`config.mk`:
```
export PLATFORM = sky130hd
export DESIGN_NAME = mux16_rr_arbiter
export DESIGN_NICKNAME = d
export VERILOG_FILES = /design/src/rtl/mux16_rr_arbiter.sv
export SDC_FILE = /design/constraint.sdc
export NUM_CORES = 1
export LEC_CHECK = 0
export ABC_AREA = 1
export BUFFER_PORTS_ARGS = -buffer_cell sky130_fd_sc_hd__buf_2
export CAP_MARGIN = 0
export CORE_MARGIN = 5
export CORE_UTILIZATION = 59
export CTS_BUF_LIST = sky130_fd_sc_hd__clkbuf_8
export CTS_CLUSTER_SIZE = 10
export DETAILED_ROUTE_END_ITERATION = 10
export PLACE_DENSITY = 0.83
export SKIP_CTS_REPAIR_TIMING = 1
export SYNTH_ARGS = -nofsm -noshare
export SYNTH_HDL_FRONTEND = slang
export SYNTH_SLANG_ARGS = --single-unit
```
`constraint.sdc`:
```
create_clock -name clk_i -period 5 [get_ports clk_i]
set_input_delay 0.75 -clock clk_i [delete_from_list [all_inputs] [get_ports clk_i]]
set_output_delay 0.75 -clock clk_i [all_outputs]
set_load 0.03 [all_outputs]
```
`src/rtl/mux16_rr_arbiter.sv`:
```
// Round-robin arbiter and select sequencer for a 16:1 single-bit mux.
// Optional hold timeout compiled in with MUX16_RR_TIMEOUT_EN (bounded by MAX_HOLD).
module mux16_rr_arbiter #(
   parameter int MAX_HOLD = 8
) (
   input  logic        clk_i,
   input  logic        rst_i,
   input  logic [15:0] req_i,
   input  logic        done_i,
   input  logic [15:0] in_i,
   output logic [3:0]  sel_o,
   output logic [15:0] grant_o,
   output logic        valid_o,
   output logic        out_o
);

   // state | meaning
   // IDLE  | no grant; search for next requester from ptr on each edge
   // BUSY  | grant held for sel until done, withdrawal or timeout

   typedef enum logic {IDLE, BUSY} state_t;

   if (MAX_HOLD < 1 || MAX_HOLD > 256) begin : g_bad_max_hold
      $error("MAX_HOLD out of range 1..256");
   end

   state_t      state_q, state_d;
   logic [3:0]  ptr_q, ptr_d;
   logic [3:0]  sel_q, sel_d;
   logic [15:0] grant_q, grant_d;
   logic        valid_q, valid_d;
   logic [3:0]  pick, idx;
   logic        found;
   logic        rel;

`ifdef MUX16_RR_TIMEOUT_EN
   localparam logic [7:0] HOLD_LAST = 8'(MAX_HOLD - 1);
   logic [7:0]  hold_q, hold_d;
`endif

   // First set request at or above ptr, wrapping 15 -> 0
   always_comb begin
      pick  = ptr_q;
      found = 1'b0;
      idx   = ptr_q;
      for (int k = 0; k < 16; k++) begin
         idx = ptr_q + 4'(k);
         if (!found && req_i[idx]) begin
            found = 1'b1;
            pick  = idx;
         end
      end
   end

   always_comb begin
      rel = done_i | ~req_i[sel_q];
`ifdef MUX16_RR_TIMEOUT_EN
      rel = rel | (hold_q == HOLD_LAST);
`endif
   end

   always_comb begin
      state_d = state_q;
      ptr_d   = ptr_q;
      sel_d   = sel_q;
      grant_d = grant_q;
      valid_d = valid_q;
`ifdef MUX16_RR_TIMEOUT_EN
      hold_d  = hold_q;
`endif
      case (state_q)
         IDLE: begin
            if (found) begin
               sel_d   = pick;
               grant_d = 16'd1 << pick;
               valid_d = 1'b1;
               state_d = BUSY;
`ifdef MUX16_RR_TIMEOUT_EN
               hold_d  = 8'd0;
`endif
            end
         end
         BUSY: begin
            if (rel) begin
               valid_d = 1'b0;
               grant_d = 16'd0;
               ptr_d   = sel_q + 4'd1;
               state_d = IDLE;
            end else begin
`ifdef MUX16_RR_TIMEOUT_EN
               hold_d = hold_q + 8'd1;
`endif
            end
         end
         default: state_d = IDLE;
      endcase
   end

   always_ff @(posedge clk_i) begin
      if (rst_i) begin
         state_q <= IDLE;
         ptr_q   <= 4'd0;
         sel_q   <= 4'd0;
         grant_q <= 16'd0;
         valid_q <= 1'b0;
`ifdef MUX16_RR_TIMEOUT_EN
         hold_q  <= 8'd0;
`endif
      end else begin
         state_q <= state_d;
         ptr_q   <= ptr_d;
         sel_q   <= sel_d;
         grant_q <= grant_d;
         valid_q <= valid_d;
`ifdef MUX16_RR_TIMEOUT_EN
         hold_q  <= hold_d;
`endif
      end
   end

   assign sel_o   = sel_q;
   assign grant_o = grant_q;
   assign valid_o = valid_q;
   assign out_o   = valid_q & in_i[sel_q];

endmodule

```
==> impl_metrics.csv, run 1 <==
group,metric,value,unit
drt,drc,0,
sta,fin_skew,0.002811,ns
drt,postRouteWirelength,10130,um
drt,num_vias,4184,
run,maxCapViolations,0,
finish,multi_input_area,2485,um2
grt,grt_pass1_vias,3811,
sta,rsz0062_at_grt,"false",
synthesis,ys_top_cells_by_area,"nand2_1 (20%), nand3_1 (17%), dfxtp_1 (15%)",
worst_hold_path,hold_class,"register to register",
sta,max_freq,228.8,MHz
drt,first_pass_iters,7,
grt,overflow,0,
floorplan,placementRows,27,
floorplan,coreArea,5540,um2
sta,final-hold-violation-count,0,
setup_path,cp_cell_sequence,"inv_1, ha_1, inv_1, nand3_1, nand3_1, nand3_1, nand2_2, nand2_4, nor2_8, nand2_2, nor2_4, nand4_2, nor2_4, nand3_4, nor2_8, nand4_2, nor2_1, nor2_1, nor2_4, inv_2, nor2_1, nor2_1, nor2_1",
finish,seqCellArea,520.5,um2
sta,fin_tns_setup,0,ns
synthesis,async_reset_ff_frac,0,
finish,post-route-cell-area,3751,um2
synthesis,synth_edf_count,0,
setup_path,critPathCapture,"grant_o[10]$_SDFFE_PP0P_",
setup_path,cp.arrival,4.58,ns
finish,nFillCells,568,
drt,drt-initial-drc-count,351,
floorplan,dieArea,7356,um2
finish,diodes,0,
floorplan,die_h,85.77,um
synthesis,syn_avg_cell_area,5.481,um2
setup_path,critPathRequiredTime,5.21,ns
power_and_ir_drop,total_leakage_power,1.936,nW
grt,grt_pass1_wl,17060,um
power_and_ir_drop,p_per_area,711.8,nW/um2
synthesis,netlist.area_leader.share,0.1984,
grt,grt_usage,0.2762,
synthesis,synthDistinctLibCells,34,
sta,worstMarginPinSlew,0.8684,ns
clock_network,clkTransAtPathRegs,0.08,ns
placement,placedCellCount,734,
synthesis,synth_warnings,0,
sta,period_needed,4.370,ns
synthesis,synth_cells,618,
placement,place_hpwl,7990,um
synthesis,synth_top_area_cell,"nand2_1",
clock_network,cts_htree_levels,1,
grt,antenna_found_initial,0,
setup_path,cp-start-kind,"register",
placement,io_buffers,56,
clock_network,cts_tree,"built",
floorplan,ios,57,
clock_network,numCtsBuffers,3,
clock_network,root_buffer,"clkbuf_8",
floorplan,die_w,85.77,um
floorplan,start_util,0.6113,
finish,final_nets,711,
grt,grt_max_degree,26,
clock_network,cts_buffer_depth,2,
clock_network,clk_latency,0.27,ns
setup_path,cp_common_cell,"nor2_1",
drt,ant_nets,0,
setup_path,crit_fanout,16,
setup_path,r2r_cells,23,
clock_network,cts_sinks,26,
placement,place_congestion,0.9446,
synthesis,synth_seq_cells,26,
drt,wl_per_cell,13.74,um
power_and_ir_drop,ir_drop,0.4481,mV
setup_path,critPathLaunch,"ptr_q[1]$_SDFFE_PP0P_",
setup_path,r2r_start,"ptr_q[1]$_SDFFE_PP0P_",
setup_path,reg2reg_slack,0.63,ns
setup_path,r2r-end,"grant_o[10]$_SDFFE_PP0P_",
sta,slew_violations,0,
placement,placed_area,3710,um2
sta,slew_headroom,0.4189,
synthesis,synth_area,3387,um2
outcome,outcome,"completed",
setup_path,cp-end-kind,"register",
setup_path,crit_slowest_cell,"inv_1",
synthesis,synth_fp_nets,662,
drt,viasPerCell,5.677,
setup_path,path_class,"register to register",
finish,fin_cells,737,
finish,drive_gt1_frac,0.1519,
synthesis,netlist_top_cells_count,"nand2_1 (179), nand3_1 (113), nor2_1 (75)",
setup_path,slowest_delay,0.40,ns
finish,area.growth.synth_to_final,10.75,%
synthesis,ys.flop_type,"dfxtp_1",
sta,period_share,0.8740,
synthesis,yosysSeqAreaShare,0.1537,
sta,setup_viol,0,
synthesis,yosysMostFrequentCell,"nand2_1",
==> power breakdown <==
| group | switching [W] | internal, W |
|---|---|---|
| Sequential | 0.0000640 | 0.000264 |
| Combinational | 0.00159 | 0.000635 |
| Clock | 0.0000593 | 0.0000539 |
| Total | 0.00172 | 0.000953 |
==> area by class of cell <==
| type | count | area share |
|---|---|---|
| clock buffer | 3 | 0.01101 |
| timing repair buffer | 62 | 0.08672 |
| tap | 72 | 0.02402 |
| multi-input combinational | 497 | 0.6624 |
| inverter | 77 | 0.07705 |
| sequential | 26 | 0.1388 |
==> metrics by stage <==
stage | hold WS (ns) | power (W) | setup slack [ns] | util
after floorplan | 0.4412 | 0.002033 | 1.383 | -
after global placement | 0.4515 | 0.002491 | 0.8424 | 0.6696
after detailed placement | 0.4564 | 0.002514 | 0.7275 | 0.6696
after CTS | 0.4696 | 0.002637 | 0.7052 | 0.6771
after global routing | 0.4830 | 0.002955 | 0.2293 | 0.6771
final | 0.4709 | 0.002670 | 0.6299 | 0.6771
==> how the worst min path moves through the flow <==
stage                                          to                    start  depth (start not counted)  slack, ns
after floorplan                state_q$_SDFF_PP0_       state_q$_SDFF_PP0_                          2       0.44
after global placement    grant_o[6]$_SDFFE_PP0P_  grant_o[6]$_SDFFE_PP0P_                          2       0.45
after detailed placement  grant_o[0]$_SDFFE_PP0P_  grant_o[0]$_SDFFE_PP0P_                          2       0.46
after CTS                 grant_o[0]$_SDFFE_PP0P_  grant_o[0]$_SDFFE_PP0P_                          2       0.47
after global routing      grant_o[0]$_SDFFE_PP0P_  grant_o[0]$_SDFFE_PP0P_                          2       0.48
final                     grant_o[0]$_SDFFE_PP0P_  grant_o[0]$_SDFFE_PP0P_                          2       0.47
==> placed cells by master (no fill, tap or decap), drive strengths merged, types with 2 or more instances in the layout <==
cell type  count
clkinv         2
o211ai         2
dfxtp         26
o22ai          4
xnor2          4
buf           62
a21oi         24
clkbuf         3
nor2          83
inv           75
o221ai         4
nor3           2
nand2        189
nand3        116
o21ai         34
o21a           2
nand4         18
ha             9
xor2           5
==> logic make-up (layout without fill, tap and decap cells) <==
logic type / after synthesis / count (layout) / share of synthesized area
simple gates: 408 / 408 / 0.5530
buf+inv: 95 / 142 / 0.1127
compound gates: 70 / 70 / 0.1156
flops: 26 / 26 / 0.1537
fa+ha+maj: 9 / 9 / 0.03325
xor+xnor: 9 / 9 / 0.02882
mux: 1 / 1 / 0.002955
==> flip-flops by register name, indices dropped and copies added, names as in the netlist <==
register	cells
sel_o	4
ptr_q	4
state_q	1
valid_o	1
grant_o	16
==> critical path: cells and delay by family, from the launching register on <==
family        cells  cell delay, ns
simple gates     19            2.78
flops             1            0.31
buf+inv           3            0.87
fa+ha+maj         1            0.35
==> per-layer routing <==
layer / GRT usage / wire length [um] / vias up
li1: - / - / 2116
met1: 0.3596 / 4396 / 1846
met2: 0.4767 / 4747 / 202
met3: 0.03074 / 811 / 20
met4: 0.08489 / 169 / 0
met5: 0 / 0 / -
No activity file was read; power rests on OpenSTA's default activity.
==> run 2, diff against run 1 <==
--- a/config.mk
+++ b/config.mk
@@ -14,6 +14,7 @@
 export CTS_CLUSTER_SIZE = 10
 export DETAILED_ROUTE_END_ITERATION = 10
 export PLACE_DENSITY = 0.83
+export REMOVE_ABC_BUFFERS = 1
 export SKIP_CTS_REPAIR_TIMING = 1
 export SYNTH_ARGS = -nofsm -noshare
 export SYNTH_HDL_FRONTEND = slang
==> impl_metrics.csv, run 2 (same netlist as run 1, synthesis figures left out) <==
group,metric,value,unit
clock_network,cts_tree,"built",
run,maxCapViolations,0,
floorplan,start_util,0.6113,
clock_network,clkTransAtPathRegs,0.09,ns
setup_path,reg2reg_slack,0.65,ns
setup_path,cp-start-kind,"register",
grt,grt_pass1_vias,3816,
drt,postRouteWirelength,10120,um
sta,period_needed,4.350,ns
sta,setup_viol,0,
finish,final_nets,712,
grt,overflow,0,
clock_network,cts_buffer_depth,2,
worst_hold_path,hold_path.startpoint,"grant_o[1]$_SDFFE_PP0P_",
sta,fin_tns_setup,0,ns
setup_path,cp-end-kind,"register",
sta,max_freq,229.9,MHz
setup_path,r2r_start,"ptr_q[1]$_SDFFE_PP0P_",
drt,ant_nets,0,
finish,final_common_cell,"nand2_1",
finish,multi_input_area,2485,um2
sta,worstMarginPinSlew,0.8578,ns
setup_path,crit_fanout,16,
clock_network,cts_htree_levels,1,
setup_path,r2r-end,"grant_o[11]$_SDFFE_PP0P_",
sta,slew_headroom,0.4260,
worst_hold_path,hold_path_depth,2,
finish,seqCellArea,521.8,um2
grt,grt_max_degree,26,
drt,viasPerCell,5.595,
power_and_ir_drop,ir_drop,0.4738,mV
grt,grt_pass1_wl,17210,um
placement,place_congestion,0.9486,
clock_network,cts_sinks,26,
outcome,outcome,"completed",
finish,drive_gt1_frac,0.1559,
sta,final-hold-violation-count,0,
worst_hold_path,hold_class,"register to register",
finish,largest_reg_flops,16,
drt,first_pass_iters,6,
finish,nFillCells,545,
power_and_ir_drop,p_per_area,724.5,nW/um2
grt,antenna_found_initial,0,
sta,fin_skew,0.003363,ns
floorplan,die_w,85.77,um
placement,io_buffers,56,
finish,layout_common_cells,"nand2_1 (179), nand3_1 (113), nor2_1 (75), inv_1 (66), buf_2 (56)",
clock_network,numCtsBuffers,3,
floorplan,coreArea,5540,um2
worst_hold_path,whs_endpoint,"grant_o[1]$_SDFFE_PP0P_",
sta,period_share,0.8699,
setup_path,r2r_cells,23,
floorplan,placementRows,27,
finish,diodes,0,
floorplan,die_h,85.77,um
power_and_ir_drop,total_leakage_power,1.955,nW
clock_network,clk_latency,0.27,ns
setup_path,cp.arrival,4.56,ns
finish,utilization,0.6841,
drt,drt-initial-drc-count,327,
clock_network,root_buffer,"clkbuf_8",
drt,wl_per_cell,13.69,um
floorplan,dieArea,7356,um2
drt,drc,0,
sta,slew_violations,0,
drt,num_vias,4135,
finish,area.growth.synth_to_final,11.89,%
setup_path,path_class,"register to register",
grt,grt_usage,0.2827,
floorplan,ios,57,
setup_path,critPathRequiredTime,5.21,ns
placement,place_hpwl,7975,um
sta,rsz0062_at_grt,"false",
run 2: per-layer routing:
layer | track usage | vias to the layer above | wire length, um
met5 | 0 | - | 0
met4 | 0.08633 | 0 | 221
met3 | 0.04419 | 20 | 727
met2 | 0.4576 | 171 | 4548
met1 | 0.3858 | 1826 | 4618
li1 | - | 2118 | -
run 2: cell type report:
| class | count | share of cell area |
|---|---|---|
| multi-input cells | 497 | 0.6557 |
| flip-flops and latches | 26 | 0.1377 |
| repair buffers | 63 | 0.08782 |
| inverters | 77 | 0.07626 |
| well taps | 72 | 0.02377 |
| clock buffers | 3 | 0.01089 |
| clock inverters | 1 | 0.007923 |
run 2: how the worst max path moves through the flow:
| stage | startpoint | to | slack [ns] | cells after the start |
|---|---|---|---|---|
| after floorplan | ptr_q[0]$_SDFFE_PP0P_ | grant_o[10]$_SDFFE_PP0P_ | 0.94 | 20 |
| after global placement | ptr_q[2]$_SDFFE_PP0P_ | grant_o[11]$_SDFFE_PP0P_ | 0.51 | 22 |
| after detailed placement | ptr_q[2]$_SDFFE_PP0P_ | grant_o[13]$_SDFFE_PP0P_ | 0.48 | 22 |
| after CTS | ptr_q[2]$_SDFFE_PP0P_ | grant_o[11]$_SDFFE_PP0P_ | 0.45 | 22 |
| after global routing | ptr_q[1]$_SDFFE_PP0P_ | grant_o[14]$_SDFFE_PP0P_ | 0.20 | 23 |
| final | ptr_q[1]$_SDFFE_PP0P_ | grant_o[11]$_SDFFE_PP0P_ | 0.65 | 23 |
run 2: power by group:
group | switching [W] | leakage (nW) | internal (W)
logic | 0.00159 | 1.71 | 0.000643
clock network | 0.0000656 | 0.0357 | 0.000107
registers | 0.0000752 | 0.212 | 0.000265
run 2: per-stage QoR:
stage,power [W],instances,worst slack [ns],instance area [um2],hold slack (ns)
final,0.002746,739,0.6503,3790,0.4625
after global placement,0.002501,735,0.5071,3717,0.4489
after detailed placement,0.002539,735,0.4789,3717,0.4505
after global routing,0.003060,739,0.1976,3790,0.4885
after CTS,0.002717,739,0.4477,3789,0.4643
after floorplan,0.001995,600,0.9433,3294,0.4412
run 2: critical path: stages (launching register included):
cell	delay (ns)
dfxtp_1	0.32
inv_1	0.40
ha_1	0.35
inv_1	0.37
nand3_1	0.19
nand3_1	0.15
nand3_1	0.10
nand2_2	0.15
nand2_4	0.09
nor2_8	0.15
nand2_2	0.08
nor2_4	0.12
nand4_2	0.13
nor2_4	0.20
nand3_4	0.14
nor2_8	0.15
nand4_2	0.13
nor2_1	0.21
nor2_1	0.23
nor2_4	0.28
inv_2	0.11
nor2_1	0.12
nor2_1	0.06
nor2_1	0.07
==> run 3, diff against run 2 <==
--- a/config.mk
+++ b/config.mk
@@ -5,15 +5,15 @@
 export SDC_FILE = /design/constraint.sdc
 export NUM_CORES = 1
 export LEC_CHECK = 0
-export ABC_AREA = 1
 export BUFFER_PORTS_ARGS = -buffer_cell sky130_fd_sc_hd__buf_2
 export CAP_MARGIN = 0
+export CORE_ASPECT_RATIO = 2
 export CORE_MARGIN = 5
-export CORE_UTILIZATION = 59
+export CORE_UTILIZATION = 61
 export CTS_BUF_LIST = sky130_fd_sc_hd__clkbuf_8
 export CTS_CLUSTER_SIZE = 10
 export DETAILED_ROUTE_END_ITERATION = 10
-export PLACE_DENSITY = 0.83
+export PLACE_DENSITY = 0.84
 export REMOVE_ABC_BUFFERS = 1
 export SKIP_CTS_REPAIR_TIMING = 1
 export SYNTH_ARGS = -nofsm -noshare
==> impl_metrics.csv, run 3 <==
group,metric,value,unit
outcome,outcome,"completed",
sta,period_needed,4.701,ns
drt,viasPerCell,7.613,
synthesis,async_reset_ff_frac,0,
setup_path,cp_common_cell,"buf_4",
sta,final-hold-violation-count,0,
sta,worstMarginPinSlew,0.9846,ns
drt,postRouteWirelength,15380,um
synthesis,synth-xor-area-share,0.03608,
synthesis,synth_compound_area_frac,0.1628,
setup_path,r2r-end,"grant_o[11]$_SDFFE_PP0P_",
setup_path,reg2reg_slack,0.30,ns
setup_path,r2r_cells,12,
floorplan,die_h,129.2,um
synthesis,synth_seq_cells,26,
synthesis,synth_edf_count,0,
synthesis,netlist.area_leader.share,0.2234,
setup_path,critPathLaunch,"ptr_q[1]$_SDFFE_PP0P_",
power_and_ir_drop,p_per_area,674.5,nW/um2
floorplan,coreArea,6940,um2
clock_network,cts_htree_levels,1,
grt,grt_usage,0.3467,
grt,antenna_found_initial,0,
synthesis,yosys.area_share.simple,0.1804,
synthesis,netlist_top_cells_count,"mux2i_1 (43), mux4_2 (43), nor2_1 (32)",
sta,slew_violations,0,
finish,area.growth.synth_to_final,8.571,%
grt,overflow,0,
drt,ant_nets,0,
drt,num_vias,4362,
drt,drt-initial-drc-count,366,
finish,largest_reg_flops,16,
setup_path,r2r_start,"ptr_q[1]$_SDFFE_PP0P_",
synthesis,synth_top_family_by_area,"multiplexers",
placement,placedCellCount,569,
setup_path,cp-end-kind,"register",
clock_network,cts_buffer_depth,2,
synthesis,synth_top_area_cell,"mux4_2",
sta,rsz0062_at_grt,"false",
clock_network,cts_tree,"built",
finish,final_nets,528,
setup_path,cp_num_buf_inv,2,
floorplan,placementRows,43,
grt,grt_pass1_vias,4410,
floorplan,start_util,0.6247,
worst_hold_path,hold_class,"register to register",
power_and_ir_drop,total_leakage_power,1.780,nW
setup_path,cp_num_cells,12,
setup_path,crit_slowest_cell,"nor3_4",
drt,first_pass_iters,5,
sta,max_freq,212.7,MHz
grt,grt_pass1_wl,24180,um
clock_network,root_buffer,"clkbuf_8",
synthesis,syn_avg_cell_area,9.677,um2
synthesis,synth.area.mux_share,0.4188,
finish,final_common_cell,"buf_2",
floorplan,ios,57,
floorplan,die_w,69.61,um
clock_network,clk_latency,0.28,ns
setup_path,path_class,"register to register",
clock_network,cts_sinks,26,
finish,drive_gt1_frac,0.3582,
drt,wl_per_cell,26.84,um
finish,layout_common_cells,"buf_2 (56), mux4_2 (43), mux2i_1 (43), nor2_1 (32), mux2_2 (31)",
power_and_ir_drop,ir_drop,0.6434,mV
sta,setup_viol,0,
clock_network,numCtsBuffers,3,
drt,drc,0,
placement,place_congestion,0.9704,
synthesis,synth_warnings,0,
synthesis,yosysSeqAreaShare,0.1201,
synthesis,synthDistinctLibCells,76,
sta,hold_ws,0.4799,ns
finish,fin_cells,573,
setup_path,slowest_delay,0.53,ns
sta,slew_headroom,0.3422,
synthesis,ys.flop_type,"dfxtp_1",
synthesis,synth_fa_ha_area_frac,0.02597,
clock_network,clkTransAtPathRegs,0.10,ns
grt,grt_max_degree,35,
sta,fin_skew,0.009938,ns
synthesis,ys_top_cells_by_area,"mux4_2 (22%), dfxtp_1 (12%), mux2i_1 (9.9%)",
setup_path,cp-start-kind,"register",
placement,dp_slack,0.3780,ns
placement,place_hpwl,11420,um
setup_path,critPathCapture,"grant_o[11]$_SDFFE_PP0P_",
sta,setup_slack,0.2992,ns
placement,placed_area,4636,um2
sta,period_share,0.9402,
floorplan,dieArea,8995,um2
setup_path,timing.critical_path.max_delay_family,"simple AND/OR/NAND/NOR gates",
setup_path,crit_fanout,34,
finish,post-route-cell-area,4707,um2
setup_path,cp_cell_sequence,"buf_4, ha_1, xor2_1, buf_4, mux2_2, mux2_4, or4b_4, or4_4, nor4_4, a21oi_2, nor3_4, a22o_1",
synthesis,synth_area,4335,um2
setup_path,critPathRequiredTime,5.22,ns
power_and_ir_drop,power.total,0.003175,W
run,maxCapViolations,0,
setup_path,cp.arrival,4.92,ns
finish,diodes,0,
placement,io_buffers,56,
synthesis,synth_cells,448,
run 3: cell count changes after synthesis, moves of 9 or more:
| cell | change |
|---|---|
| nand2_1 | -161 |
| nand3_1 | -90 |
| inv_1 | -57 |
| mux4_2 | +43 |
| nor2_1 | -43 |
| mux2i_1 | +42 |
| mux2_2 | +31 |
| o21ai_0 | -27 |
| clkbuf_1 | +15 |
| a21oi_1 | -12 |
| nand4_1 | -11 |
| a32o_1 | +9 |
| xnor2_1 | +9 |
run 3: cells by family (layout without fill, tap and decap cells):
group	after synthesis	after routing
AOI/OAI and AO/OA	92	92
adders and majority gates	9	9
buffers and inverters	50	85
xor gates and xnor gates	17	17
DFF	26	26
muxes	120	120
and+or+nand+nor	134	134
run 3: worst min path at each step:
stage	start	end	slack (ns)	cells after the start
final	grant_o[6]$_SDFFE_PP0P_	grant_o[6]$_SDFFE_PP0P_	0.48	1
after global placement	grant_o[6]$_SDFFE_PP0P_	grant_o[6]$_SDFFE_PP0P_	0.44	1
after detailed placement	grant_o[6]$_SDFFE_PP0P_	grant_o[6]$_SDFFE_PP0P_	0.45	1
after CTS	grant_o[6]$_SDFFE_PP0P_	grant_o[6]$_SDFFE_PP0P_	0.48	1
after floorplan	state_q$_SDFF_PP0_	state_q$_SDFF_PP0_	0.58	1
after global routing	grant_o[9]$_SDFFE_PP0P_	grant_o[9]$_SDFFE_PP0P_	0.51	1
run 3: layout make-up:
cell class,count,area (um2)
sequential,26,520.5
timing repair buffer,71,392.9
clock inverter,1,30.03
clock buffer,3,41.29
multi-input combinational,372,3572
inverter,10,37.54
tap,90,112.6
fill,507,2233
run 3: power by group:
part	switching [W]	internal (W)	leakage, nW
registers	0.0000933	0.000265	0.212
clock network	0.0000712	0.000107	0.0357
logic	0.00157	0.00106	1.53
run 3: routing by layer:
| metal | routed length (um) | vias up | share of wire | track usage |
|---|---|---|---|---|
| li1 | - | 1853 | - | - |
| met1 | 4693 | 2069 | 0.31 | 0.3564 |
| met2 | 7896 | 339 | 0.51 | 0.6301 |
| met3 | 1291 | 101 | 0.084 | 0.04348 |
| met4 | 1495 | 0 | 0.097 | 0.2675 |
| met5 | 0 | - | 0 | 0 |
run 3: metrics by stage:
| step | utilization | TNS (ns) |
|---|---|---|
| 6_report | 0.6782 | 0 |
| 2_1_floorplan | - | -28.64 |
| 5_1_grt | 0.6782 | 0 |
| 3_5_place_dp | 0.6679 | 0 |
| 4_1_cts | 0.6782 | 0 |
| 3_3_place_gp | 0.6679 | 0 |
run 3: worst reg2reg max path, cell delays in order (launching register included):
cell,delay (ns)
dfxtp_1,0.34
buf_4,0.44
ha_1,0.42
xor2_1,0.23
buf_4,0.20
mux2_2,0.39
mux2_4,0.32
or4b_4,0.52
or4_4,0.51
nor4_4,0.30
a21oi_2,0.19
nor3_4,0.53
a22o_1,0.25
